$ cat config.mk
export PLATFORM = sky130hd
export DESIGN_NAME = sobel_window_gen_flat
export DESIGN_NICKNAME = d
export VERILOG_FILES = /design/src/rtl/sobel_window_gen_if.sv /design/src/rtl/sobel_window_gen.sv /design/src/flat_wrapper.sv
export SDC_FILE = /design/constraint.sdc
export NUM_CORES = 1
export LEC_CHECK = 0
export CAP_MARGIN = 20
export CORE_MARGIN = 2
export CORE_UTILIZATION = 45
export CTS_CLUSTER_SIZE = 28
export DETAILED_ROUTE_END_ITERATION = 10
export GPL_TIMING_DRIVEN = 0
export PLACE_DENSITY = 0.74
export SYNTH_ARGS = -nofsm -noshare
export SYNTH_HDL_FRONTEND = slang
export SYNTH_SLANG_ARGS = --single-unit
export TNS_END_PERCENT = 10
$ cat constraint.sdc
create_clock -name clk -period 6.18 [get_ports clk]
set_input_delay 0.927 -clock clk [delete_from_list [all_inputs] [get_ports clk]]
set_output_delay 0.927 -clock clk [all_outputs]
set_load 0.05 [all_outputs]
$ cat src/rtl/sobel_window_gen_if.sv
// Stream bundle between the raster source, the Sobel window generator and the
// partial-sum adder stage. The slave view is the window generator itself.
interface sobel_window_gen_if #(
    parameter int PIXEL     = 3,
    parameter int ROW_LOOP  = 3,
    parameter int DATAWIDTH = 8
);
    logic [DATAWIDTH*PIXEL-1:0]          in_data;
    logic                                in_strobe;
    logic                                in_tlast;
    logic                                o_busy;
    logic [DATAWIDTH*PIXEL*ROW_LOOP-1:0] packed_out_0;
    logic [DATAWIDTH*PIXEL*ROW_LOOP-1:0] packed_out_1;
    logic [DATAWIDTH*PIXEL*ROW_LOOP-1:0] packed_out_2;
    logic                                o_strobe;
    logic                                i_busy;
    logic                                out_tlast;

    modport master (
        output in_data, in_strobe, in_tlast, i_busy,
        input  o_busy, packed_out_0, packed_out_1, packed_out_2, o_strobe, out_tlast
    );

    modport slave (
        input  in_data, in_strobe, in_tlast, i_busy,
        output o_busy, packed_out_0, packed_out_1, packed_out_2, o_strobe, out_tlast
    );
endinterface

$ cat src/rtl/sobel_window_gen.sv
// Sobel front end: two line buffers plus previous-beat registers form PIXEL 3x3 windows per beat.
// Define SOBEL_WIN_TLAST_CHECK_EN to flag in_tlast arriving before the last beat of a row (sticky o_err).
module sobel_window_gen #(
    parameter int PIXEL      = 3,
    parameter int ROW_LOOP   = 3,
    parameter int DATAWIDTH  = 8,
    parameter int LINE_BEATS = 4
) (
    input  logic              clk,
    input  logic              ARESET,
    sobel_window_gen_if.slave stream,
    output logic              o_err
);
    localparam int BEAT_W = DATAWIDTH * PIXEL;
    localparam int ROW_W  = BEAT_W * ROW_LOOP;
    localparam int CNT_W  = (LINE_BEATS > 2) ? $clog2(LINE_BEATS) : 1;
    localparam logic [CNT_W-1:0] LAST_COL = CNT_W'(LINE_BEATS - 1);

    typedef enum logic [1:0] {
        OUT_EMPTY,
        OUT_ONE,
        OUT_FULL
    } out_state_t;

    generate
        if (PIXEL < 2 || ROW_LOOP != 3 || LINE_BEATS < 2) begin : g_param_check
            $error("sobel_window_gen: PIXEL>=2, ROW_LOOP==3 and LINE_BEATS>=2 are required");
        end
    endgenerate

    logic                   o_busy_reg;
    logic                   accept;
    logic [CNT_W-1:0]       col_cnt_reg;
    logic [CNT_W-1:0]       col_cnt_next;
    logic [1:0]             row_cnt_reg;
    logic [1:0]             row_cnt_next;
    logic                   bad_tlast;
    logic                   win_valid;
    logic                   win_tlast;

    logic [BEAT_W-1:0]      lb0_mem [LINE_BEATS];
    logic [BEAT_W-1:0]      lb1_mem [LINE_BEATS];
    logic [BEAT_W-1:0]      lb0_rd_reg;
    logic [BEAT_W-1:0]      lb1_rd_reg;

    logic [2:0][BEAT_W-1:0] cur_beat;
    logic [2:0][BEAT_W-1:0] prev_reg;
    logic [2:0][ROW_W-1:0]  win_row;

    out_state_t             out_state_reg;
    out_state_t             out_state_next;
    logic                   load_out_win;
    logic                   load_out_skid;
    logic                   load_skid;
    logic [2:0][ROW_W-1:0]  out_row_reg;
    logic                   out_tlast_reg;
    logic [2:0][ROW_W-1:0]  skid_row_reg;
    logic                   skid_tlast_reg;

    assign accept = stream.in_strobe && !o_busy_reg;

    // Column/row position; in_tlast always resynchronises to the top of a new frame.
    always_comb begin
        col_cnt_next = col_cnt_reg;
        row_cnt_next = row_cnt_reg;
        if (accept) begin
            if (stream.in_tlast) begin
                col_cnt_next = '0;
                row_cnt_next = 2'd0;
            end else if (col_cnt_reg == LAST_COL) begin
                col_cnt_next = '0;
                if (row_cnt_reg != 2'd2) begin
                    row_cnt_next = row_cnt_reg + 2'd1;
                end
            end else begin
                col_cnt_next = col_cnt_reg + CNT_W'(1);
            end
        end
    end

    always_ff @(posedge clk) begin
        if (ARESET) begin
            col_cnt_reg <= '0;
            row_cnt_reg <= 2'd0;
        end else begin
            col_cnt_reg <= col_cnt_next;
            row_cnt_reg <= row_cnt_next;
        end
    end

    // Line buffers are read one beat ahead (address = next column) so the
    // registered read data is already waiting when that column is accepted.
    always_ff @(posedge clk) begin
        if (accept) begin
            lb0_mem[col_cnt_reg] <= lb1_rd_reg;
            lb1_mem[col_cnt_reg] <= stream.in_data;
        end
        lb0_rd_reg <= lb0_mem[col_cnt_next];
        lb1_rd_reg <= lb1_mem[col_cnt_next];
    end

    assign cur_beat[0] = lb0_rd_reg;
    assign cur_beat[1] = lb1_rd_reg;
    assign cur_beat[2] = stream.in_data;

    always_ff @(posedge clk) begin
        if (ARESET) begin
            prev_reg <= '0;
        end else if (accept) begin
            prev_reg <= cur_beat;
        end
    end

    // Window i spans pixels i..i+ROW_LOOP-1 of the previous beat extended by the current beat.
    generate
        for (genvar gr = 0; gr < 3; gr++) begin : g_row
            for (genvar gi = 0; gi < PIXEL; gi++) begin : g_win
                for (genvar gj = 0; gj < ROW_LOOP; gj++) begin : g_tap
                    if (gi + gj < PIXEL) begin : g_prev
                        assign win_row[gr][DATAWIDTH*(ROW_LOOP*gi+gj) +: DATAWIDTH] =
                            prev_reg[gr][DATAWIDTH*(gi+gj) +: DATAWIDTH];
                    end else begin : g_cur
                        assign win_row[gr][DATAWIDTH*(ROW_LOOP*gi+gj) +: DATAWIDTH] =
                            cur_beat[gr][DATAWIDTH*(gi+gj-PIXEL) +: DATAWIDTH];
                    end
                end
            end
        end
    endgenerate

`ifdef SOBEL_WIN_TLAST_CHECK_EN
    logic err_reg;

    assign bad_tlast = accept && stream.in_tlast && (col_cnt_reg != LAST_COL);

    always_ff @(posedge clk) begin
        if (ARESET) begin
            err_reg <= 1'b0;
        end else if (bad_tlast) begin
            err_reg <= 1'b1;
        end
    end

    assign o_err = err_reg;
`else
    assign bad_tlast = 1'b0;
    assign o_err     = 1'b0;
`endif

    assign win_valid = accept && (col_cnt_reg != '0) && (row_cnt_reg == 2'd2) && !bad_tlast;
    assign win_tlast = stream.in_tlast;

    // Output register plus skid: a new window is never offered while the skid is full.
    always_comb begin
        out_state_next = out_state_reg;
        load_out_win   = 1'b0;
        load_out_skid  = 1'b0;
        load_skid      = 1'b0;
        case (out_state_reg)
            OUT_EMPTY: begin
                if (win_valid) begin
                    load_out_win   = 1'b1;
                    out_state_next = OUT_ONE;
                end
            end
            OUT_ONE: begin
                if (win_valid) begin
                    if (!stream.i_busy) begin
                        load_out_win = 1'b1;
                    end else begin
                        load_skid      = 1'b1;
                        out_state_next = OUT_FULL;
                    end
                end else if (!stream.i_busy) begin
                    out_state_next = OUT_EMPTY;
                end
            end
            OUT_FULL: begin
                if (!stream.i_busy) begin
                    load_out_skid  = 1'b1;
                    out_state_next = OUT_ONE;
                end
            end
            default: begin
                out_state_next = OUT_EMPTY;
            end
        endcase
    end

    always_ff @(posedge clk) begin
        if (ARESET) begin
            out_state_reg  <= OUT_EMPTY;
            o_busy_reg     <= 1'b1;
            out_row_reg    <= '0;
            out_tlast_reg  <= 1'b0;
            skid_row_reg   <= '0;
            skid_tlast_reg <= 1'b0;
        end else begin
            out_state_reg <= out_state_next;
            o_busy_reg    <= (out_state_next == OUT_FULL);
            if (load_out_win) begin
                out_row_reg   <= win_row;
                out_tlast_reg <= win_tlast;
            end else if (load_out_skid) begin
                out_row_reg   <= skid_row_reg;
                out_tlast_reg <= skid_tlast_reg;
            end else if (out_state_next == OUT_EMPTY) begin
                out_tlast_reg <= 1'b0;
            end
            if (load_skid) begin
                skid_row_reg   <= win_row;
                skid_tlast_reg <= win_tlast;
            end
        end
    end

    assign stream.o_busy       = o_busy_reg;
    assign stream.o_strobe     = (out_state_reg != OUT_EMPTY);
    assign stream.out_tlast    = out_tlast_reg;
    assign stream.packed_out_0 = out_row_reg[0];
    assign stream.packed_out_1 = out_row_reg[1];
    assign stream.packed_out_2 = out_row_reg[2];
endmodule

$ cat src/flat_wrapper.sv
// flat-port wrapper written by rule: the top's interface ports become plain ports
module sobel_window_gen_flat 
#(
    parameter int PIXEL      = 3,
    parameter int ROW_LOOP   = 3,
    parameter int DATAWIDTH  = 8,
    parameter int LINE_BEATS = 4
)
  (clk, ARESET, o_err, stream_in_data, stream_in_strobe, stream_in_tlast, stream_i_busy, stream_o_busy, stream_packed_out_0, stream_packed_out_1, stream_packed_out_2, stream_o_strobe, stream_out_tlast);
  sobel_window_gen_if #(.PIXEL(PIXEL), .ROW_LOOP(ROW_LOOP), .DATAWIDTH(DATAWIDTH)) stream_i ();
  input  logic clk;
  input  logic ARESET;
  output logic o_err;
  input wire logic [$bits(stream_i.in_data)-1:0] stream_in_data;
  input wire logic [$bits(stream_i.in_strobe)-1:0] stream_in_strobe;
  input wire logic [$bits(stream_i.in_tlast)-1:0] stream_in_tlast;
  input wire logic [$bits(stream_i.i_busy)-1:0] stream_i_busy;
  output wire logic [$bits(stream_i.o_busy)-1:0] stream_o_busy;
  output wire logic [$bits(stream_i.packed_out_0)-1:0] stream_packed_out_0;
  output wire logic [$bits(stream_i.packed_out_1)-1:0] stream_packed_out_1;
  output wire logic [$bits(stream_i.packed_out_2)-1:0] stream_packed_out_2;
  output wire logic [$bits(stream_i.o_strobe)-1:0] stream_o_strobe;
  output wire logic [$bits(stream_i.out_tlast)-1:0] stream_out_tlast;
  assign stream_i.in_data = stream_in_data;
  assign stream_i.in_strobe = stream_in_strobe;
  assign stream_i.in_tlast = stream_in_tlast;
  assign stream_i.i_busy = stream_i_busy;
  assign stream_o_busy = stream_i.o_busy;
  assign stream_packed_out_0 = stream_i.packed_out_0;
  assign stream_packed_out_1 = stream_i.packed_out_1;
  assign stream_packed_out_2 = stream_i.packed_out_2;
  assign stream_o_strobe = stream_i.o_strobe;
  assign stream_out_tlast = stream_i.out_tlast;
  sobel_window_gen #(.PIXEL(PIXEL), .ROW_LOOP(ROW_LOOP), .DATAWIDTH(DATAWIDTH), .LINE_BEATS(LINE_BEATS)) u_core (.clk(clk), .ARESET(ARESET), .stream(stream_i), .o_err(o_err));
endmodule
=== Word level (Yosys, flattened, before mapping) ===
Memories as Yosys holds them, arrays and structs flattened. A register that Yosys moved wholly into a read port is not among the register bits.
Index checks and enable logic that the tools add are counted.

* Output and inout bits: 220
* Logic and storage cells: 65
* Bits of input ports: 29
* Memories kept: 2
* Memory bits (writable): 192
* Register bits after elaboration: 513

* $add $sub $neg: 2
* Muxes and demuxes: 27
* Reductions and logical operators: 13
* Equal/unequal tests: 6

{| class="wikitable"
|+ Memory list
! name !! depth !! bits a word !! rd ports !! clocked after Yosys merged registers in !! wr ports !! line !! text
|-
| u_core.lb0_mem || 4 || 24 || 1 || 1 || 1 || sobel_window_gen.sv:41 || <nowiki>logic [BEAT_W-1:0] lb0_mem [LINE_BEATS];</nowiki>
|-
| u_core.lb1_mem || 4 || 24 || 1 || 1 || 1 || sobel_window_gen.sv:42 || <nowiki>logic [BEAT_W-1:0] lb1_mem [LINE_BEATS];</nowiki>
|}

{| class="wikitable"
|+ Operators with widths
! cell !! count
|-
| $mux W216 || 2
|-
| $mux W2 || 11
|-
| $mux W1 || 12
|-
| $reduce_bool A2 Y1 || 5
|-
| $eq A2 B2 Y1 const B || 4
|-
| $pmux W2 S3 || 1
|-
| $add A2 B1 Y2 const B || 2
|-
| $logic_not A2 Y1 || 2
|-
| $logic_and A1 B1 Y1 || 3
|-
| $reduce_and A3 Y1 || 1
|-
| $reduce_bool A3 Y1 || 1
|-
| $eq A2 B1 Y1 const B || 1
|-
| $ne A2 B2 Y1 const B || 1
|-
| $pmux W1 S2 || 1
|-
| $logic_not A1 Y1 || 1
|}

=== Logic depth before layout (Yosys ltp) ===
Gate-level depths: netlist of run 1.

* Depth after elaboration: 10
* Gate-level depth with buffers: 10
* Depth with buffers taken out: 6

=== Least setup slack after synthesis of run 1 ===
OpenSTA, ideal clock, no wires.

* Kind: input port to flip-flop
* From: in stream_in_strobe
* To: mem u_core.lb0_mem[1][0] in the netlist's numbering, enable pin
* Arrival time: 2.864 ns
* Library setup time: 0.410 ns
* Path slack: 2.905 ns
* Required time: 5.770 ns
* Cell stages on the path: 5
* Path buffers: 3
* Path through: nor2b_1 > buf_2 > buf_2 > clkbuf_1 > and2_1

* Longest elaborated chain between the ends: 3

{| class="wikitable"
|+ Ends and longest elaborated chain
! what !! line !! text
|-
| start: declaration || flat_wrapper.sv:15 || <nowiki>input wire logic [$bits(stream_i.in_strobe)-1:0] stream_in_strobe;</nowiki>
|-
| $logic_and A1 B1 Y1 || sobel_window_gen.sv:60 || <nowiki>assign accept = stream.in_strobe && !o_busy_reg;</nowiki>
|-
| $mux W1 || sobel_window_gen.sv:94 || <nowiki>if (accept) begin</nowiki>
|-
| $mux W1 (not written as such) || sobel_window_gen.sv:95 || <nowiki>lb0_mem[col_cnt_reg] <= lb1_rd_reg;</nowiki>
|-
| end: declaration || sobel_window_gen.sv:41 ||
|}

Every way passes these cells.

=== Worst setup path after layout of run 1 ===
* From: in stream_in_strobe
* To: mem u_core.lb0_mem[0][14] in the netlist's numbering, enable pin

Same word-level chain as after synthesis.

==> results of run 1 <==
## through the flow
step,setup WS [ns],cell area (um^2),power [uW]
6_report,2.43,27300,7640
5_1_grt,2.38,27300,7820
4_1_cts,2.48,27300,7640
3_5_place_dp,1.87,25500,4390
3_3_place_gp,0.866,25400,4380
2_1_floorplan,2.91,22100,4200
## layer usage
metal	global-route usage, %	vias to the layer above
met2	42.1	1117
li1	-	8567
met1	34.7	9046
met4	14.6	0
met5	0	-
met3	4.83	185
## critical path: stages
cell	delay, ns
clkdlybuf4s50_1	0.67
nor2b_1	0.17
buf_2	0.26
buf_2	0.40
clkbuf_1	0.51
and2_2	0.84
buf_16	0.26
## cell families after synthesis
logic type                 Yosys count  share of synthesized area, %
AOI/OAI and AO/OA                  418                          12.3
xor gates and xnor gates             1                        0.0396
adders and majority gates            5                         0.283
buffers and inverters              284                          7.00
DFF                                561                          59.4
muxes                               50                          2.34
other                                1                        0.0169
and+or+nand+nor                   1022                          18.6
## where the power goes
| group | total [uW] | internal, uW | switching (uW) | leakage [uW] |
|---|---|---|---|---|
| combinational | 339 | 102 | 237 | 0.00394 |
| sequential | 3990 | 3900 | 90.1 | 0.00474 |
| clock | 3320 | 1910 | 1400 | 0.000877 |
| total | 7640 | 5910 | 1730 | 0.00956 |
## cell type report
type	count	area share, %
sequential	561	48.2
multi-input combinational	1497	27.3
timing repair buffer	250	9.34
clock buffer	83	5.88
buffer	281	5.64
tap	664	3.04
clock inverter	14	0.609
inverter	3	0.0412
## worst max path at each step
stage / startpoint / to / slack [ns] / depth (start not counted)
after global routing: stream_in_strobe / u_core.lb0_mem[0][14]$_DFFE_PP_ / 2.38 / 7
after detailed placement: stream_in_strobe / u_core.lb1_mem[0][22]$_DFFE_PP_ / 1.87 / 7
after CTS: stream_in_strobe / u_core.lb0_mem[0][14]$_DFFE_PP_ / 2.48 / 7
after floorplan: stream_in_strobe / u_core.lb0_mem[1][0]$_DFFE_PP_ / 2.91 / 5
final: stream_in_strobe / u_core.lb0_mem[0][14]$_DFFE_PP_ / 2.43 / 7
after global placement: stream_in_strobe / u_core.lb1_mem[1][22]$_DFFE_PP_ / 0.87 / 6
## synth_stat cells, drive strengths merged
cell type	number	area [um^2]
nand2b	4	25.0
clkbuf	94	353
or3	2	12.5
mux2	1	15.0
and2	4	25.0
xnor2	1	8.76
dfxtp	369	7390
and4bb	1	12.5
a2bb2oi	48	420
or4	2	15.0
a21oi	244	1220
nand3	145	726
and2b	2	15.0
inv	3	11.3
o21ai	4	20.0
nand3b	1	7.51
edfxtp	192	5770
nand4bb	1	11.3
or4b	1	10.0
a31oi	1	6.26
conb	1	3.75
a311oi	121	1060
nor3b	1	7.51
mux2i	49	503
nor4b	1	23.8
or2	1	6.26
nor2b	4	25.0
ha	5	62.6
nor2	125	469
nand2	726	2730
buf	187	1190
nor3	1	5.00
==> impl_results.md, run 1 <==
* DR DRC count at 0
* P_leak at 0.00956 uW
* Fin. max-slew vios at 0
* Synthesized area at approximately 22,000 um^2
* Non-Filler Instances at 3,353
* Die W at 226 um
* Hold Path Depth at 2
* DR top layer: met4
* Wire length on met3 at 6580 um
* Number of flip-flops in the largest register at 120
* Setup TNS at 0 ns
* Tcrit/Tclk final at 60.6%
* Die height at between 200 and 250 um
* Setup Crit Path Kind: input port to flip-flop
* Register area share after synthesis at around three fifths
* Final net count at 2,682
* Final worst path period need at roughly 3.7 ns
* Max-capacitance violation count at 0
* Worst min path class: flip-flop to flip-flop
* Hold Crit Start: u_core.lb0_rd_reg[17]$_DFF_P_
* Number of I/O pins at 249
* RR Startpoint: u_core.stream.o_busy$_SDFF_PP1_
* Yosys reg bits at 561
* Most frequent cells in the layout: nand2_1 (726), dfxtp_1 (369), clkdlybuf4s50_1 (246), a21oi_1 (244), edfxtp_1 (192)
* CTS Sinks at 561
* Critical path launch point type: input port
* Worst r2r path cells at 6
* Cell count after placement at 3,256
* Layout area overhead at 23.3%
* Max_slew headroom at 28.5%
* Multi-input gate area in the final layout at ~7400 um^2
* Final Hold Slack at 0.452 ns
* Endpoint class of the critical path: flip-flop
* Clock skew at between 0.015 and 0.02 ns
* Number of warnings issued by yosys at 0
* Post-Route WL at 68,900 um
* CTS H-tree lvls at 2
* # setup viols final at 0
* Average wire per cell in the routed design at 20.5 um
* Global-route wire length before repair at ~100,000 um
* Vias in the first global route at 18,000
* Die ar. at 51,000 um^2
* Largest net degree at the start of global routing at 35
* Met2 wire length at 31,300 um
* Drt via density at 5.64
* CTS tree: done
* Fillers at roughly 4,200
* Worst vdd ir at between 0.2 and 0.25 mV
* Final GP Congestion at 0.924
* Power per Cell Area at 280 nW/um^2
* Commonest non-fill, non-tap cell in the layout: nand2_1
* Unrepaired setup endpoints after global routing: false
* Crit-path max FO at 28
* CTS-repair resized insts at 0
* Worst EP required at 6.49 ns
* I/O Buffers at 246
* Rows at 81
* Initial core utilization at 45.4%
* Post-route antenna net violation count at 0
* GRT Util Overall at 26.6%
* Worst-Skew Late Latency at 0.61 ns
* Hold path endpoint: u_core.prev_reg[17]$_SDFFE_PP0P_
* Arr. time, crit path at 4.05 ns
* Fin. Hold Viols at 0
* Initial antenna violation count at 1
* Met1 wire length at 27,300 um
* Clk buf depth at 3
* Synth unique cells at 35
* R2r setup slk at 2.99 ns
* Final HPWL DP at just under 50,000 um
* Root Driver: clkbuf_16
* # hold bufs at CTS at 0
* Syn Area/Cell at 9.46 um^2
* Status: finished, final reports clean
* N_diodes at 0
* Clock transition at the registers of the reported paths at 0.06 ns
* Global route overflow at 0
* Vias at between 15,000 and 20,000
* Layout cells sized above 1 at about a tenth
* Drt pass-1 iters at 6
* Placeable Area at 48,700 um^2
* Fmax at about 0.27 GHz
* TritonCTS buffer count at 54
* Measured slew at the worst slew-check pin at 1.07 ns
* Mapped Nets at 2,376
* Initial DRC Count at between 2,000 and 2,500
* Finished Core Util at a little under three fifths
* Worst reg2reg path endpoint: u_core.lb0_mem[0][14]$_DFFE_PP_
* Sequential cell area at approximately 13,000 um^2
* Post-Synthesis Cells at 2,342
* Postcts setup bufs at 0
Note: power is estimated with default switching activity, not from simulation.
==> run 2: changes to the inputs <==
==> constraint.sdc (replaced) <==
create_clock -name clk -period 3.82 [get_ports clk]
set_input_delay 0.573 -clock clk [delete_from_list [all_inputs] [get_ports clk]]
set_output_delay 0.573 -clock clk [all_outputs]
set_load 0.05 [all_outputs]
==> results of run 2 <==
The final DEF is identical to that of run 1. Status: finished, final reports clean.
Main changes from that run: setup slack after placement 1.87 ns -> -0.138 ns; setup slack after layout 2.43 ns -> 0.429 ns; register-to-register setup slack 2.99 ns -> 0.63 ns; total power 7640 uW -> 12400 uW; worst IR drop on VDD 0.226 mV -> 0.365 mV
